`src/rtl/aq_idu_id_wbt_pentry.sv`:
```
// Write-back table entry: counts outstanding producers of one destination and
// reports ready/near-ready status. Optional counter-misuse flag under AQ_IDU_WBT_ERR_CHK_EN.
module aq_idu_id_wbt_pentry #(
    parameter int CRT_PORTS = 2,
    parameter int WB_PORTS  = 2,
    parameter int CNT_W     = 2,
    parameter int TYPE_W    = 3
) (
    input  logic                        wb_clk,
    input  logic                        cpurst,
    input  logic [CRT_PORTS-1:0]        create_en_x,
    input  logic [CRT_PORTS*TYPE_W-1:0] dp_wbt_dst_type,
    input  logic                        iu_yy_xx_cancel,
    input  logic                        rtu_idu_flush_wbt,
    input  logic [WB_PORTS-1:0]         wb_en_x,
    output logic [CNT_W+TYPE_W+1:0]     read_data_y,
    output logic                        full_x,
    output logic                        wb_debug_x,
    output logic                        err_x
);

    localparam int K_W = $clog2(WB_PORTS + 1);
    // Two guard bits so pend + create and pend - k never alias into valid counts.
    localparam int C_W = ((CNT_W > K_W) ? CNT_W : K_W) + 2;
    localparam logic [CNT_W-1:0] PMAX = '1;

    logic [CNT_W-1:0]  r_pend;
    logic [TYPE_W-1:0] r_type;
    logic              r_wb;

    logic              w_create;
    logic [TYPE_W-1:0] w_type_sel;
    logic [C_W-1:0]    w_pend_ext;
    logic [C_W-1:0]    w_k_raw;
    logic [C_W-1:0]    w_k;
    logic [C_W-1:0]    w_k_use;
    logic [C_W-1:0]    w_sum;
    logic [C_W-1:0]    w_rem;
    logic [CNT_W-1:0]  w_pend_nxt;
    logic              w_vld;
    logic              w_near_vld;

    assign w_create = (|create_en_x) & ~iu_yy_xx_cancel;

    // Lowest-index asserted port wins: iterate high to low so it is assigned last.
    always_comb begin
        w_type_sel = '0;
        for (int i = CRT_PORTS - 1; i >= 0; i--) begin
            if (create_en_x[i]) begin
                w_type_sel = dp_wbt_dst_type[i*TYPE_W +: TYPE_W];
            end
        end
    end

    always_comb begin
        w_k_raw = '0;
        for (int i = 0; i < WB_PORTS; i++) begin
            w_k_raw = w_k_raw + C_W'(wb_en_x[i]);
        end
    end

    assign w_pend_ext = C_W'(r_pend);
    assign w_k        = (r_pend != '0) ? w_k_raw : '0;
    assign w_k_use    = (w_k > w_pend_ext) ? w_pend_ext : w_k;
    assign w_sum      = w_pend_ext + C_W'(w_create) - w_k_use;
    assign w_pend_nxt = (w_sum > C_W'(PMAX)) ? PMAX : w_sum[CNT_W-1:0];
    assign w_rem      = w_pend_ext - w_k;

    // Bypass the final write-back so consumers see ready in the same cycle.
    assign w_vld      = r_wb | (~w_create & (w_k != '0) & (w_k == w_pend_ext));
    assign w_near_vld = (w_k != '0) & (w_rem == C_W'(1));

    always_ff @(posedge wb_clk or posedge cpurst) begin
        if (cpurst) begin
            r_pend <= '0;
            r_type <= '0;
            r_wb   <= 1'b1;
        end else if (rtu_idu_flush_wbt) begin
            r_pend <= '0;
            r_type <= '0;
            r_wb   <= 1'b1;
        end else begin
            r_pend <= w_pend_nxt;
            r_wb   <= (w_pend_nxt == '0);
            if (w_create) begin
                r_type <= w_type_sel;
            end
        end
    end

`ifdef AQ_IDU_WBT_ERR_CHK_EN
    logic r_err;
    logic w_ovf;
    logic w_unf;

    assign w_ovf = w_create & (r_pend == PMAX) & (w_k == '0);
    assign w_unf = (w_k_raw > w_pend_ext);

    always_ff @(posedge wb_clk or posedge cpurst) begin
        if (cpurst) begin
            r_err <= 1'b0;
        end else if (rtu_idu_flush_wbt) begin
            r_err <= 1'b0;
        end else if (w_ovf | w_unf) begin
            r_err <= 1'b1;
        end
    end

    assign err_x = r_err;
`else
    assign err_x = 1'b0;
`endif

    assign read_data_y = {r_pend, r_type, w_near_vld, w_vld};
    assign full_x      = (r_pend == PMAX);
    assign wb_debug_x  = r_wb;

endmodule
```
`config.mk`:
```
export PLATFORM = sky130hd
export DESIGN_NAME = aq_idu_id_wbt_pentry
export DESIGN_NICKNAME = d
export VERILOG_FILES = /design/src/rtl/aq_idu_id_wbt_pentry.sv
export SDC_FILE = /design/constraint.sdc
export NUM_CORES = 1
export LEC_CHECK = 0
export BUFFER_PORTS_ARGS = -buffer_cell sky130_fd_sc_hd__buf_4
export CORE_MARGIN = 10
export CORE_UTILIZATION = 40
export DETAILED_ROUTE_END_ITERATION = 12
export GPL_TIMING_DRIVEN = 0
export PLACE_DENSITY = 0.72
export REMOVE_ABC_BUFFERS = 1
export SYNTH_ARGS = -nofsm -noshare
export SYNTH_HDL_FRONTEND = slang
export SYNTH_SLANG_ARGS = --single-unit
```
`constraint.sdc`:
```
create_clock -name wb_clk -period 2.65 [get_ports wb_clk]
set_clock_uncertainty 0.05 [all_clocks]
set_input_delay 0.53 -clock wb_clk [delete_from_list [all_inputs] [get_ports wb_clk]]
set_output_delay 0.53 -clock wb_clk [all_outputs]
set_load 0.05 [all_outputs]
```
Yosys cells after proc, flatten, opt, wreduce, memory -nomap -nowiden
Index checks and enable logic that the tools add are counted.
Widths: inputs -> output; s select.
- bits of input ports: 14
- output and inout bits: 10
- register bits: 6
- logic and storage cells: 33
- reductions and logical operators: 5
- order comparisons: 2
- bitwise gates (word level): 7
- mux-type cells: 9
- equal/unequal tests: 3
- add/sub/neg operators: 4
- operator list (kind ; number):
    $mux 3 ; 4
    $mux 2 ; 4
    $and 1x1->1 ; 4
    $eq 4x1->1 const B ; 1
    $gt 4x2->1 const B ; 1
    $reduce_bool 2->1 ; 2
    $reduce_bool 4->1 ; 1
    $sub 3x2->4 ; 1
    $add 2x1->3 ; 1
    $sub 2x2->3 ; 1
    $add 1x1->2 ; 1
    $eq 2x2->1 ; 1
    $eq 2x2->1 const B ; 1
    $gt 2x2->1 ; 1
    $logic_not 2->1 ; 1
    $not 1->1 ; 2
    $reduce_or 2->1 ; 1
    $mux 1 ; 1
    $or 1x1->1 ; 1

Longest topological paths before layout
- word-level depth: 9
- gate-level depth with buffers: 16
- gate-level depth less buffers: 16

Worst setup path after synthesis
OpenSTA, ideal clock, no wires.
- path type: input to register
- start: input wb_en_x[0]
- end: register r_wb (netlist: wb_debug_x)
- buffers on the path: 0
- data required time: 2.541 ns
- path slack: -0.532 ns
- arrival time: 3.073 ns
- stages on the path: 16
- cell sequence: ha_1 -> inv_1 -> nor2_1 -> ha_1 -> inv_1 -> fa_1 -> a21oi_1 -> a21oi_1 -> ha_1 -> inv_1 -> ha_1 -> inv_2 -> fa_1 -> xor2_1 -> a211oi_2 -> a21o_1
- longest elaborated chain between the ends: 9
- RTL lines (what ; RTL line ; RTL):
    start, declared ; 15 ; input logic [WB_PORTS-1:0] wb_en_x,
    $add 1x1->2 * ; 58 ; w_k_raw = w_k_raw + C_W'(wb_en_x[i]);
    $mux 2 * ; 63 ; assign w_k = (r_pend != '0) ? w_k_raw : '0;
    $gt 2x2->1 ; 64 ; assign w_k_use = (w_k > w_pend_ext) ? w_pend_ext : w_k;
    $mux 2 * ; 64 ;
    $sub 3x2->4 * ; 65 ; assign w_sum = w_pend_ext + C_W'(w_create) - w_k_use;
    $gt 4x2->1 ; 66 ; assign w_pend_nxt = (w_sum > C_W'(PMAX)) ? PMAX : w_sum[CNT_W-1:0];
    $mux 2 * ; 66 ;
    $logic_not 2->1 * ; 84 ; r_wb <= (w_pend_nxt == '0);
    $mux 1 * ; 78 ; end else if (rtu_idu_flush_wbt) begin
    end signal, assigned ; 84 ;
    end, declared ; 29 ; logic r_wb;
Mark *: on every way between the ends. The rest lies on a longest branch, timed or not.
A chain may end at the register's enable or synchronous reset.

Worst setup path in the final report
Same ends and word-level chain as after synthesis.

==> impl_results.md <==
- Largest family of logic cells by synthesized area: compound AO/OA/AOI/OAI gates
- Critical path arrival: 3190 ps
- Register area share after synthesis: 0.285
- Synth Area in Simple Gates: 0.0894
- Worst skew pair latency: 230 ps
- # fillers: 107
- Die width: 56.5 um
- Max frequency: 326 MHz
- Status: finished, violations left
- Layout cells sized above 1: 0.602
- DR iter-0 viols: 1
- Gr usage total: 0.0797
- XOR/XNOR Fraction of Synth Area: 0.0165
- Synth Area in Adders: 0.240
- Worst Path Required: 2780 ps
- Placed cell count: 90
- Remaining global-route overflow: 0
- Setup violations, final: 4
- Yosys warns: 0
- Total power: 0.941 mW
- Hold WS: 145 ps
- Post-route DRC: 0
- GP Congestion: 0.725
- Number of synthesized register bits: 6
- Via count: 475
- Syn_area_per_cell: 9.50 sq um
- Area of the mapped netlist: 532 sq um
- Final Core Density: 0.640
- MaxCap Viol Count: 0
- Detailed placement HPWL: 1020 um
- Power per cell area: 1140 mW/mm^2
- Type of origin of the critical path: input pin
- Critical Path Sink Type: flip-flop
- Nets: 107
- Wire length per cell: 13.7 um
- Worst vdd ir: 0.581 mV
- Final Cell Area: 822 sq um
- Synth unique cells: 20
- Sequential Area: 153 sq um
- Largest stage delay on the critical path: 410 ps
- Largest net degree at the start of global routing: 10
- Failing checks: setup timing
- Worst path bufs/invs: 5
- Gate Count Post-Synth: 56
- Area of the multi-input gates: 382 sq um
- RSZ-0062 raised after global routing: yes
- Mux cell area share after synthesis: 0
- Worst path slowest cell: fa_2
- Hold Path Class: input pin to asynchronous set/reset pin
- Die ar.: 0.00319 sq mm
- Drt via density: 4.85
- Initial Util: 0.414
- CTS clock-pin slew for the worst setup and hold paths: 40 ps
- Hold Buf Count CTS: 0
- Tcrit/Tclk final: 1.16
- Non-Filler Instances: 98
- Clk root buf: clkbuf_4
- Cts bufs inserted: 3
- Final slew viol count: 0
- Placement Setup Slack: -799 ps
- Most frequent cells in the layout: 24 x buf_4, 6 x inv_1, 6 x nor2_1
- Final setup margin: -414 ps
- Area Overhead vs Synth: 54.6%
- Worst-path cell chain: buf_6, ha_4, inv_4, nor2_4, ha_4, inv_2, fa_2, a21oi_2, a21oi_2, ha_1, inv_1, ha_2, inv_2, fa_2, xor2_2, a211oi_2, a21o_1
- Port Buffers: 22
- Clock period minus worst slack: 3060 ps
- Setup TNS: -1180 ps
- Clock Tree Buf Depth: 2
- H-tree lvl count: 1
- Ant. Diodes: 0
- Crit Path Max Fanout: 3
- Global-route wire length before repair: 2140 um
- Lkg Pwr: 0.389 nW
- Initial antenna violation count: 0
- CP Class: input pin to flip-flop
- First drt pass iteration count: 2
- CP top delay family: adder cells
- Die height: 56.5 um
- Final Hold Viols: 0
- Most common cell after layout, fill and taps aside: buf_4
- Placement Cell Area: 693 sq um
- Boundary pin count: 24
- Clock sinks: 6
- # rows: 13
- Compound-gate portion of the synthesized area: 0.249
- Core Footprint: 0.00128 sq mm
- Vias in the first global route: 486
- Routed wire length: 1340 um
- CTS tree: built
- ANT nets after route: 0
-- area by class of cell --
type,count,area share
well taps,15,0.0228
inverters,10,0.0487
multi-input cells,37,0.464
flip-flops and latches,6,0.186
repair buffers,26,0.247
clock buffers,4,0.0320
-- cells in the mapped netlist (all sizes together) --
cell type	instances	share of area
xor2	1	0.016
o21ai	1	0.0094
fa	2	0.075
o21ba	1	0.031
nand2b	1	0.012
a21o	1	0.014
inv	10	0.071
conb	1	0.0071
nor2	7	0.049
and2	1	0.012
a211oi	4	0.094
ha	7	0.16
dfrtp	5	0.24
a31o	1	0.016
dfstp	1	0.049
o22ai	4	0.047
buf	3	0.042
nor4b	1	0.016
a21oi	4	0.038
-- power by group --
group	internal (mW)	leakage, nW	switching [mW]	total (mW)
logic	0.281	0.300	0.400	0.681
registers	0.125	0.0732	0.0480	0.173
clock network	0.0568	0.0150	0.0294	0.0862
-- sequential cells by signal, summed over array words and instances (netlist names) --
signal / flops
r_pend: 2
wb_debug_x: 1
r_type: 3
-- what timing repair did --
item,CTS,global route
resized for setup,11,7
pin swaps,10,7
setup buffers,1,3
setup endpoints to repair,4,4
-- cells by family (layout without fill, tap and decap cells) --
group           Yosys count  count (layout)
flops                     6               6
compound gates           16              16
xor+xnor                  1               1
buf+inv                  13              40
simple gates             10              10
fa+ha+maj                 9               9
other cells               1               1
-- metal layers --
metal | global-route usage | share of wire
met5 | 0 | 0
met4 | 0.0412 | 0
met3 | 0.0225 | 0.025
met2 | 0.130 | 0.57
met1 | 0.0911 | 0.41
-- path summary, 6_finish.rpt --
kind	slack, ps	endpoint	from	cells after the start
worst max-delay path	-410	wb_debug_x	wb_en_x[0]	17
worst min-delay path	150	r_type[1]	cpurst	2
worst min register to register	550	r_type[1]	r_type[1]	2
worst max register to register	-390	wb_debug_x	r_pend[0]	15
min in group wb_clk	450	r_type[1]	rtu_idu_flush_wbt	2
max in group asynchronous	2150	wb_debug_x	cpurst	2
No activity file was read; power rests on OpenSTA's default activity.
